## config.mk

```make
export PLATFORM = sky130hd
export DESIGN_NAME = seq_det_rr_sched_flat
export DESIGN_NICKNAME = d
export VERILOG_FILES = /design/src/rtl/seq_det_rr_sched_if.sv /design/src/rtl/seq_det_rr_sched.sv /design/src/flat_wrapper.sv
export SDC_FILE = /design/constraint.sdc
export NUM_CORES = 1
export LEC_CHECK = 0
export BUFFER_PORTS_ARGS = -buffer_cell sky130_fd_sc_hd__buf_2
export CAP_MARGIN = 30
export CORE_MARGIN = 5
export CORE_UTILIZATION = 30
export DETAILED_ROUTE_END_ITERATION = 10
export PLACE_DENSITY = 0.51
export SETUP_SLACK_MARGIN = 0.3
export SLEW_MARGIN = 10
export SYNTH_ARGS = -nofsm -noshare
export SYNTH_HDL_FRONTEND = slang
export SYNTH_SLANG_ARGS = --single-unit
```

## constraint.sdc

```tcl
create_clock -name clk -period 2.9 [get_ports clk]
set_clock_uncertainty 0.1 [all_clocks]
set_input_delay 0 -clock clk [delete_from_list [all_inputs] [get_ports clk]]
set_output_delay 0 -clock clk [all_outputs]
set_load 0.05 [all_outputs]
```

## src/rtl/seq_det_rr_sched_if.sv

```systemverilog
// ============================================================================
//  Module      : seq_det_rr_sched_if
//  Description : Request/grant and detection-report bundle for the shared
//                round-robin pattern-detector engine.
//  Revision    : 1.0 - initial release
// ============================================================================
`default_nettype none

interface seq_det_rr_sched_if #(
    parameter int NCH = 4,
    parameter int CW  = 8
);
    localparam int CHW = (NCH > 1) ? $clog2(NCH) : 1;

    logic           en;
    logic [NCH-1:0] req;
    logic [NCH-1:0] bit_in;
    logic [NCH-1:0] gnt;
    logic           det_valid;
    logic [CHW-1:0] det_ch;
    logic [CW-1:0]  det_cnt;

    // Source / status side
    modport master (
        output en, req, bit_in,
        input  gnt, det_valid, det_ch, det_cnt
    );

    // Detector engine side
    modport slave (
        input  en, req, bit_in,
        output gnt, det_valid, det_ch, det_cnt
    );
endinterface

`default_nettype wire

```

## src/rtl/seq_det_rr_sched.sv

```systemverilog
// ============================================================================
//  Module      : seq_det_rr_sched
//  Description : One overlapping serial pattern detector time-shared among NCH
//                bit-stream channels through a round-robin arbiter.
//  Revision    : 1.0 - initial release
// ============================================================================
`default_nettype none

module seq_det_rr_sched #(
    parameter int             NCH     = 4,
    parameter int             PLEN    = 4,
    parameter logic [PLEN-1:0] PATTERN = 4'b1011,
    parameter int             CW      = 8
) (
    input  wire logic          clk,
    input  wire logic          rst,
    seq_det_rr_sched_if.slave  bus
);
    localparam int          CHW       = (NCH > 1) ? $clog2(NCH) : 1;
    localparam int          CTXW      = $clog2(PLEN);
    localparam logic [31:0] c_PAT     = 32'(PATTERN);
    localparam logic [CW-1:0] c_CNT_MAX = {CW{1'b1}};

    // Integer value of the first l pattern bits (first-received bit is MSB).
    function automatic int f_prefix(input int l);
        return int'(c_PAT >> (PLEN - l));
    endfunction

    // Longest proper pattern prefix that is a suffix of prefix(k) followed by b.
    // Capping at PLEN-1 makes a full match fall back to the overlap length.
    function automatic int f_next(input int k, input int b);
        int s;
        int res;
        s   = (f_prefix(k) << 1) | b;
        res = 0;
        for (int l = 1; l < PLEN; l++) begin
            if (l <= k + 1 && (s & ((1 << l) - 1)) == f_prefix(l))
                res = l;
        end
        return res;
    endfunction

    function automatic logic f_hit(input int k, input int b);
        return (k == PLEN - 1) && (((f_prefix(k) << 1) | b) == f_prefix(PLEN));
    endfunction

    logic [CTXW-1:0] w_ns_tab  [PLEN][2];
    logic            w_hit_tab [PLEN][2];

    generate
        for (genvar k = 0; k < PLEN; k++) begin : g_state
            for (genvar b = 0; b < 2; b++) begin : g_bit
                assign w_ns_tab[k][b]  = CTXW'(f_next(k, b));
                assign w_hit_tab[k][b] = f_hit(k, b);
            end
        end
    endgenerate

    logic [CTXW-1:0] r_ctx [NCH];
    logic [CHW-1:0]  r_ptr;
    logic            r_det_valid;
    logic [CHW-1:0]  r_det_ch;
    logic [CW-1:0]   r_det_cnt;

    logic            w_any;
    logic [CHW-1:0]  w_gidx;
    logic [NCH-1:0]  w_gnt;
    logic [CHW-1:0]  w_ptr_nxt;
    logic [CTXW-1:0] w_ctx;
    logic            w_bit;
    logic [CTXW-1:0] w_ns;
    logic            w_hit;

    // Search starts at the pointer and wraps; first requester wins.
    always_comb begin
        int idx;
        w_any  = 1'b0;
        w_gidx = '0;
        idx    = 0;
        if (!rst && bus.en) begin
            for (int i = 0; i < NCH; i++) begin
                idx = int'(r_ptr) + i;
                if (idx >= NCH)
                    idx = idx - NCH;
                if (!w_any && bus.req[idx]) begin
                    w_any  = 1'b1;
                    w_gidx = CHW'(idx);
                end
            end
        end
        w_gnt = w_any ? (NCH'(1) << w_gidx) : '0;
    end

    assign w_ptr_nxt = (int'(w_gidx) == NCH - 1) ? '0 : w_gidx + 1'b1;
    assign w_ctx     = r_ctx[w_gidx];
    assign w_bit     = bus.bit_in[w_gidx];
    assign w_ns      = w_ns_tab[w_ctx][w_bit];
    assign w_hit     = w_hit_tab[w_ctx][w_bit];

    always_ff @(posedge clk) begin
        if (rst) begin
            for (int i = 0; i < NCH; i++)
                r_ctx[i] <= '0;
            r_ptr       <= '0;
            r_det_valid <= 1'b0;
            r_det_ch    <= '0;
            r_det_cnt   <= '0;
        end else begin
            r_det_valid <= 1'b0;
            if (w_any) begin
                r_ptr         <= w_ptr_nxt;
                r_ctx[w_gidx] <= w_ns;
                if (w_hit) begin
                    r_det_valid <= 1'b1;
                    r_det_ch    <= w_gidx;
                    if (r_det_cnt != c_CNT_MAX)
                        r_det_cnt <= r_det_cnt + 1'b1;
                end
            end
        end
    end

    assign bus.gnt       = w_gnt;
    assign bus.det_valid = r_det_valid;
    assign bus.det_ch    = r_det_ch;
    assign bus.det_cnt   = r_det_cnt;

endmodule

`default_nettype wire
```

## src/flat_wrapper.sv

```systemverilog
// flat-port wrapper written by rule: the top's interface ports become plain ports
module seq_det_rr_sched_flat 
#(
    parameter int             NCH     = 4,
    parameter int             PLEN    = 4,
    parameter logic [PLEN-1:0] PATTERN = 4'b1011,
    parameter int             CW      = 8
)
  (clk, rst, bus_en, bus_req, bus_bit_in, bus_gnt, bus_det_valid, bus_det_ch, bus_det_cnt);
  seq_det_rr_sched_if #(.NCH(NCH), .CW(CW)) bus_i ();
  input  wire logic clk;
  input  wire logic rst;
  input wire logic [$bits(bus_i.en)-1:0] bus_en;
  input wire logic [$bits(bus_i.req)-1:0] bus_req;
  input wire logic [$bits(bus_i.bit_in)-1:0] bus_bit_in;
  output wire logic [$bits(bus_i.gnt)-1:0] bus_gnt;
  output wire logic [$bits(bus_i.det_valid)-1:0] bus_det_valid;
  output wire logic [$bits(bus_i.det_ch)-1:0] bus_det_ch;
  output wire logic [$bits(bus_i.det_cnt)-1:0] bus_det_cnt;
  assign bus_i.en = bus_en;
  assign bus_i.req = bus_req;
  assign bus_i.bit_in = bus_bit_in;
  assign bus_gnt = bus_i.gnt;
  assign bus_det_valid = bus_i.det_valid;
  assign bus_det_ch = bus_i.det_ch;
  assign bus_det_cnt = bus_i.det_cnt;
  seq_det_rr_sched #(.NCH(NCH), .PLEN(PLEN), .PATTERN(PATTERN), .CW(CW)) u_core (.clk(clk), .rst(rst), .bus(bus_i));
endmodule
```

[After elaboration in Yosys (flattened, before gate mapping)]
Memory sizes are Yosys's and may differ from the RTL's.
Index checks and enable logic that the tools add are counted.
Cells by class
  $add $sub $neg: 9
  multipliers: 0
  div/mod/pow operators: 0
  order comparisons: 11
  eq/ne operators: 2
  shifts and indexed selects: 1
  muxes and demuxes: 58
  bitwise logic cells: 3
  reduce and logical (&&, ||, !) cells: 12
Operators by type and width (number)
  $mux W32: 8
  $lt A32 B4 Y1 const B: 4
  $ge A32 B4 Y1 const B: 3
  $sub A32 B4 Y32 const B: 3
  $mux W1: 27
  $mux W2: 13
  $mux W4: 3
  $bmux W1 S2: 5
  $add A8 B1 Y8 const B: 1
  $bmux W4 S2: 1
  $ne A8 B8 Y1 const B: 1
  $add A2 B2 Y3 const B: 2
  $bmux W2 S2: 1
  $logic_and A1 B1 Y1: 4
  $logic_not A1 Y1: 4
  $reduce_or A2 Y1: 2
  $shl A1 B2 Y4 const A: 1
  $sub A2 B3 Y4 const B: 1
  $add A2 B1 Y3 const B: 1
  $ge A2 B3 Y1 const B: 1
  $ge A3 B3 Y1 const B: 1
  $lt A2 B3 Y1 const B: 1
  $not A2 Y3: 1
  $reduce_and A3 Y1: 1
  6 further kinds: 6
Storage, ports and cells
  register bits: 13
  latch bits: 0
  bits in writable memories: 8
  bits in read-only memories: 0
  input bits: 11
  output and inout bits: 15
  logic and storage cells: 101
  memories: 1
Memories
  u_core.r_ctx: words 4, bits a word 2, read ports 1, clocked after memory_dff 0, write ports 4, RTL line seq_det_rr_sched.sv:59  | logic [CTXW-1:0] r_ctx [NCH];

[Depth between registers and ports, before layout]
An unclocked memory read counts as a cell.
  depth after elaboration: 29
  mapped depth: 11

[Worst setup path before layout]
Ideal clock, no wire load.
  path type: register -> register
  start: register u_core.r_ptr[1]
  end: register u_core.r_det_cnt[7], in the netlist u_core.bus.det_cnt[7]
  library setup time: 0.070 ns
  arrival time: 2.672 ns
  required time: 2.730 ns
  setup slack: 0.057 ns
  stages on the path, launching flop included: 11
  buffers on the path: 2
  period minus slack after synthesis: 2.843 ns
  path through: dfxtp_1 > nand3b_1 > o21ai_0 > and2b_2 > o2111ai_1 > buf_4 > mux2_2 > or4_4 > buf_6 > or3_1 > a21oi_1
On the way
  longest elaborated chain between the ends: 29
Ends and longest elaborated chain
  start, declared: RTL line seq_det_rr_sched.sv:60  | logic [CHW-1:0] r_ptr;
  start signal, assigned: RTL line seq_det_rr_sched.sv:111  | r_ptr <= w_ptr_nxt;
  parallel branches: the longest is 28 deep, another holds $sub A32 B4 Y32
  $reduce_and A3 Y1 (no line) *
  end signal, assigned: RTL line seq_det_rr_sched.sv:117  | r_det_cnt <= r_det_cnt + 1'b1;
  end, declared: RTL line seq_det_rr_sched.sv:63  | logic [CW-1:0] r_det_cnt;
Mark *: on every way between the ends. The select of a mux whose other input is x is not followed.
A chain may end at the register's enable or synchronous reset.

[Final worst setup path]
  start: register u_core.r_ptr[1]
  end: register u_core.r_det_cnt[3], in the netlist u_core.bus.det_cnt[3]
Same word-level chain as after synthesis.

==> impl_metrics.env <==
export IMPL_synth_area_top_cells="dfxtp_1 (21%), edfxtp_1 (19%), mux2i_1 (6.4%)"
export IMPL_peakVddDrop_uv=154.2
export IMPL_slew_viol_final=0
export IMPL_path_clk_slew_ns=0.08
export IMPL_max_freq_ghz=0.3722
export IMPL_r2r_end="u_core.bus.det_cnt[3]$_SDFFE_PP0P_"
export IMPL_clock_tree_buffer_depth=2
export IMPL_hold_path_class="input port to flop"
export IMPL_critPathMaxFanout=8
export IMPL_tightest_slew_ns=0.3345
export IMPL_setup_tns_ns=0
export IMPL_die_w_um=74.39
export IMPL_setup_ws_ns=0.2131
export IMPL_path_buf_inv=1
export IMPL_period_minus_slack_ns=2.687
export IMPL_cts_tree="done"
export IMPL_grt_usage_pct=11.85
export IMPL_io_pins=26
export IMPL_ctsHoldBuffers=3
export IMPL_cts_inserted_buffers=3
export IMPL_drtIter0Drc=73
export IMPL_p_per_area_nw_per_um2=374.0
export IMPL_grt_max_degree=13
export IMPL_timing_hold_ws_ns=-0.04687
export IMPL_grt_pass1_wl_um=5209
export IMPL_rsz0062_at_grt="yes"
export IMPL_place_ws_ns=0.02767
export IMPL_slowest_stage="or4_4"
export IMPL_criticalPathCategory="flop to flop"
export IMPL_die_height_um=74.39
export IMPL_violations="negative hold slack"
export IMPL_route_detailed_drc=0
export IMPL_place_gp_congestion=0.7739
export IMPL_avgViaCountPerCell=5.035
export IMPL_hold_path_depth=2
export IMPL_syn_avg_cell_area_um2=9.281
export IMPL_clockRootBuffer="clkbuf_8"
export IMPL_synth_top_cell_area_share_pct=20.93
export IMPL_htree_levels=1
export IMPL_ys_flop_type="dfxtp_1"
export IMPL_initial_core_util_pct=31.09
export IMPL_cp_top_family="simple AND/OR/NAND/NOR gates"
export IMPL_grt_pass1_vias=1090
export IMPL_clkPwrFrac_pct=29.7
export IMPL_p_leak_nw=0.7051
export IMPL_reg2reg_slack_ns=0.21
export IMPL_dieArea_um2=5533
export IMPL_fin_nets=195
export IMPL_place_area_um2=1453
export IMPL_syn_to_final_growth_pct=37.32
export IMPL_num_vias=1148
export IMPL_yosysWarnings=0
export IMPL_final_cells=228
export IMPL_antenna_found_initial=0
export IMPL_drt_pass1_iterations=4
export IMPL_grt_overflow_total=0
export IMPL_final_util_pct=42.70
export IMPL_yosys_cell_types_count=41
export IMPL_cts_sinks=21
export IMPL_wl_per_cell_um=13.55
export IMPL_slew_headroom_pct=77.47
export IMPL_power_switching_mw=0.1659
export IMPL_dp_cells=208
export IMPL_core_area_um2=4000
export IMPL_yosys_register_bits=21
export IMPL_min_from="rst"
export IMPL_endpoint_kind="flop"
export IMPL_synth_area_um2=1244
export IMPL_worstSetupStartpointType="flop"
export IMPL_cp_data_arrival_time_ns=2.78
export IMPL_row_count=23
export IMPL_clk_latency_ns=0.26
export IMPL_diodes=0
export IMPL_outcome="finished with violations"
export IMPL_yosysTopAreaCell="dfxtp_1"
export IMPL_dp_hpwl_um=2206
export IMPL_p_seq_share_pct=50.5
export IMPL_critical_path_max_stage_delay_ns=0.57
export IMPL_design_area_um2=1708
export IMPL_synth_nets=150
export IMPL_path_cells="a21boi_2 > o32ai_2 > a221oi_2 > buf_12 > mux2i_4 > mux2_4 > or4_4 > or3_1 > a21oi_1"
export IMPL_r2r_start="u_core.r_ptr[1]$_SDFFE_PP0P_"
export IMPL_p_comb_share_pct=19.8
export IMPL_ant_nets=0
export IMPL_holdPathEnd="u_core.r_ptr[0]$_SDFFE_PP0P_"
export IMPL_p_sw_share_pct=25.97
export IMPL_port_buffers=25
export IMPL_synthCells=134
export IMPL_worstPathRequired_ns=2.99
export IMPL_synth_edff_count=8
export IMPL_yosysSeqAreaShare_pct=40.24
export IMPL_async_flop_share_pct=0
export IMPL_period_share_pct=92.65
export IMPL_rr_worst_depth=9
export IMPL_intPower_mw=0.4728
export IMPL_hold_viol_final=9
export IMPL_drive_gt1_share_pct=40.45
export IMPL_drv_cap=0
export IMPL_setup_viol=0
export IMPL_drt_wl_total_um=3090
## per-layer routing
layer  track usage, %  wire (um)  vias up
li1                 -          -      577
met1            16.76       1500      550
met2            18.83       1448       19
met3            2.297        131        2
met4            2.372         10        0
met5                0          0        -
## cell families (layout without fill, tap and decap cells)
group / after synthesis / after routing / synth area share, %
multiplexers: 11 / 11 / 9.457
AO/OA/AOI/OAI: 32 / 32 / 16.20
adder cells (fa/ha/maj): 5 / 5 / 5.030
buffers and inverters: 11 / 54 / 4.829
AND/OR/NAND/NOR: 53 / 54 / 23.54
flip-flops: 21 / 21 / 40.24
XOR/XNOR: 1 / 1 / 0.7044
## power by group through the flow
stage / sequential, mW / combinational, mW / clock [mW]
after global placement: 0.327 / 0.0926 / 0
after floorplan: 0.328 / 0.0632 / 0
after global routing: 0.323 / 0.138 / 0.210
final: 0.322 / 0.126 / 0.190
after detailed placement: 0.327 / 0.0932 / 0
after CTS: 0.322 / 0.121 / 0.196
## cell type report
cell class              count  area (um2)
repair buffers             44       300.3
inverters                   6       22.52
well taps                  50       62.56
multi-input cells         103       770.7
clock buffers               3       41.29
clock inverters             1       5.005
fillers                   402        2292
flip-flops and latches     21       505.5
## sequential cells by signal, summed over array words and instances, names as in the netlist
register	flops
u_core.r_ctx	8
u_core.bus.det_cnt	8
u_core.r_ptr	2
u_core.bus.det_ch	2
u_core.bus.det_valid	1
## Yosys cell counts (2+ instances only)
cell type and n:
dfxtp_1 13, o21ai_0 12, nor2_1 11, a21oi_1 9
edfxtp_1 8, mux2i_1 8, and2_1 7, nand2_1 6
nand3_1 6, ha_1 5, inv_1 5, or3_1 5
or2_2 3, a31o_2 2, buf_6 2, clkbuf_1 2
mux2_2 2, nand2b_1 2, nor3_1 2, nor3b_1 2
nor4_1 2
## metrics by stage
stage	power, mW	hold slack [ns]
floorplan	0.3910	0.09815
global placement	0.4197	0.2058
detailed placement	0.4206	0.2098
CTS	0.6387	-0.04589
global route	0.6708	-0.03978
finish	0.6387	-0.04687
## cells in the final DEF, fill, tap and decap left out, types with 2 or more instances in the layout
| cell | count |
|---|---|
| o21ai_1 | 4 |
| nor2_1 | 11 |
| mux2_4 | 3 |
| dfxtp_1 | 11 |
| nor3b_1 | 2 |
| o21ai_0 | 8 |
| nand2_1 | 6 |
| nand2b_1 | 2 |
| inv_1 | 4 |
| and2_1 | 7 |
| a31o_2 | 2 |
| edfxtp_1 | 8 |
| ha_1 | 4 |
| or4_4 | 3 |
| dlygate4sd3_1 | 2 |
| or3_1 | 5 |
| mux2i_1 | 5 |
| clkbuf_8 | 3 |
| mux2i_4 | 2 |
| nor4_1 | 2 |
| buf_6 | 4 |
| buf_2 | 25 |
| a21oi_1 | 9 |
| nand3_1 | 6 |
| buf_4 | 12 |
| or2_2 | 3 |
## worst register-to-register path: stages (launching register included)
cell and delay, ns:
dfxtp_4 0.38, a21boi_2 0.15, o32ai_2 0.08, a221oi_2 0.33, buf_12 0.18, mux2i_4 0.09
mux2_4 0.28, or4_4 0.58, or3_1 0.33, a21oi_1 0.14
## what timing repair did
action                     in CTS  in global routing
pin swaps                       7                  3
hold endpoints to repair       11                  9
gates resized for setup        12                  9
setup endpoints to repair      10                 14
setup buffers                   9                  4
gates cloned                    1                  0
## worst max-delay path by stage
stage,to,slack (ns),start,depth (start not counted)
6_report,u_core.bus.det_cnt[3]$_SDFFE_PP0P_,0.21,u_core.r_ptr[1]$_SDFFE_PP0P_,9
5_1_grt,u_core.bus.det_cnt[4]$_SDFFE_PP0P_,0.07,u_core.r_ptr[1]$_SDFFE_PP0P_,9
4_1_cts,u_core.bus.det_cnt[4]$_SDFFE_PP0P_,0.19,u_core.r_ptr[1]$_SDFFE_PP0P_,9
3_5_place_dp,u_core.bus.det_cnt[4]$_SDFFE_PP0P_,0.03,u_core.r_ptr[1]$_SDFFE_PP0P_,8
3_3_place_gp,u_core.bus.det_cnt[5]$_SDFFE_PP0P_,0.13,u_core.r_ptr[1]$_SDFFE_PP0P_,8
2_1_floorplan,u_core.bus.det_cnt[3]$_SDFFE_PP0P_,0.23,u_core.r_ptr[1]$_SDFFE_PP0P_,10
Power figures use the tool's default switching activity.
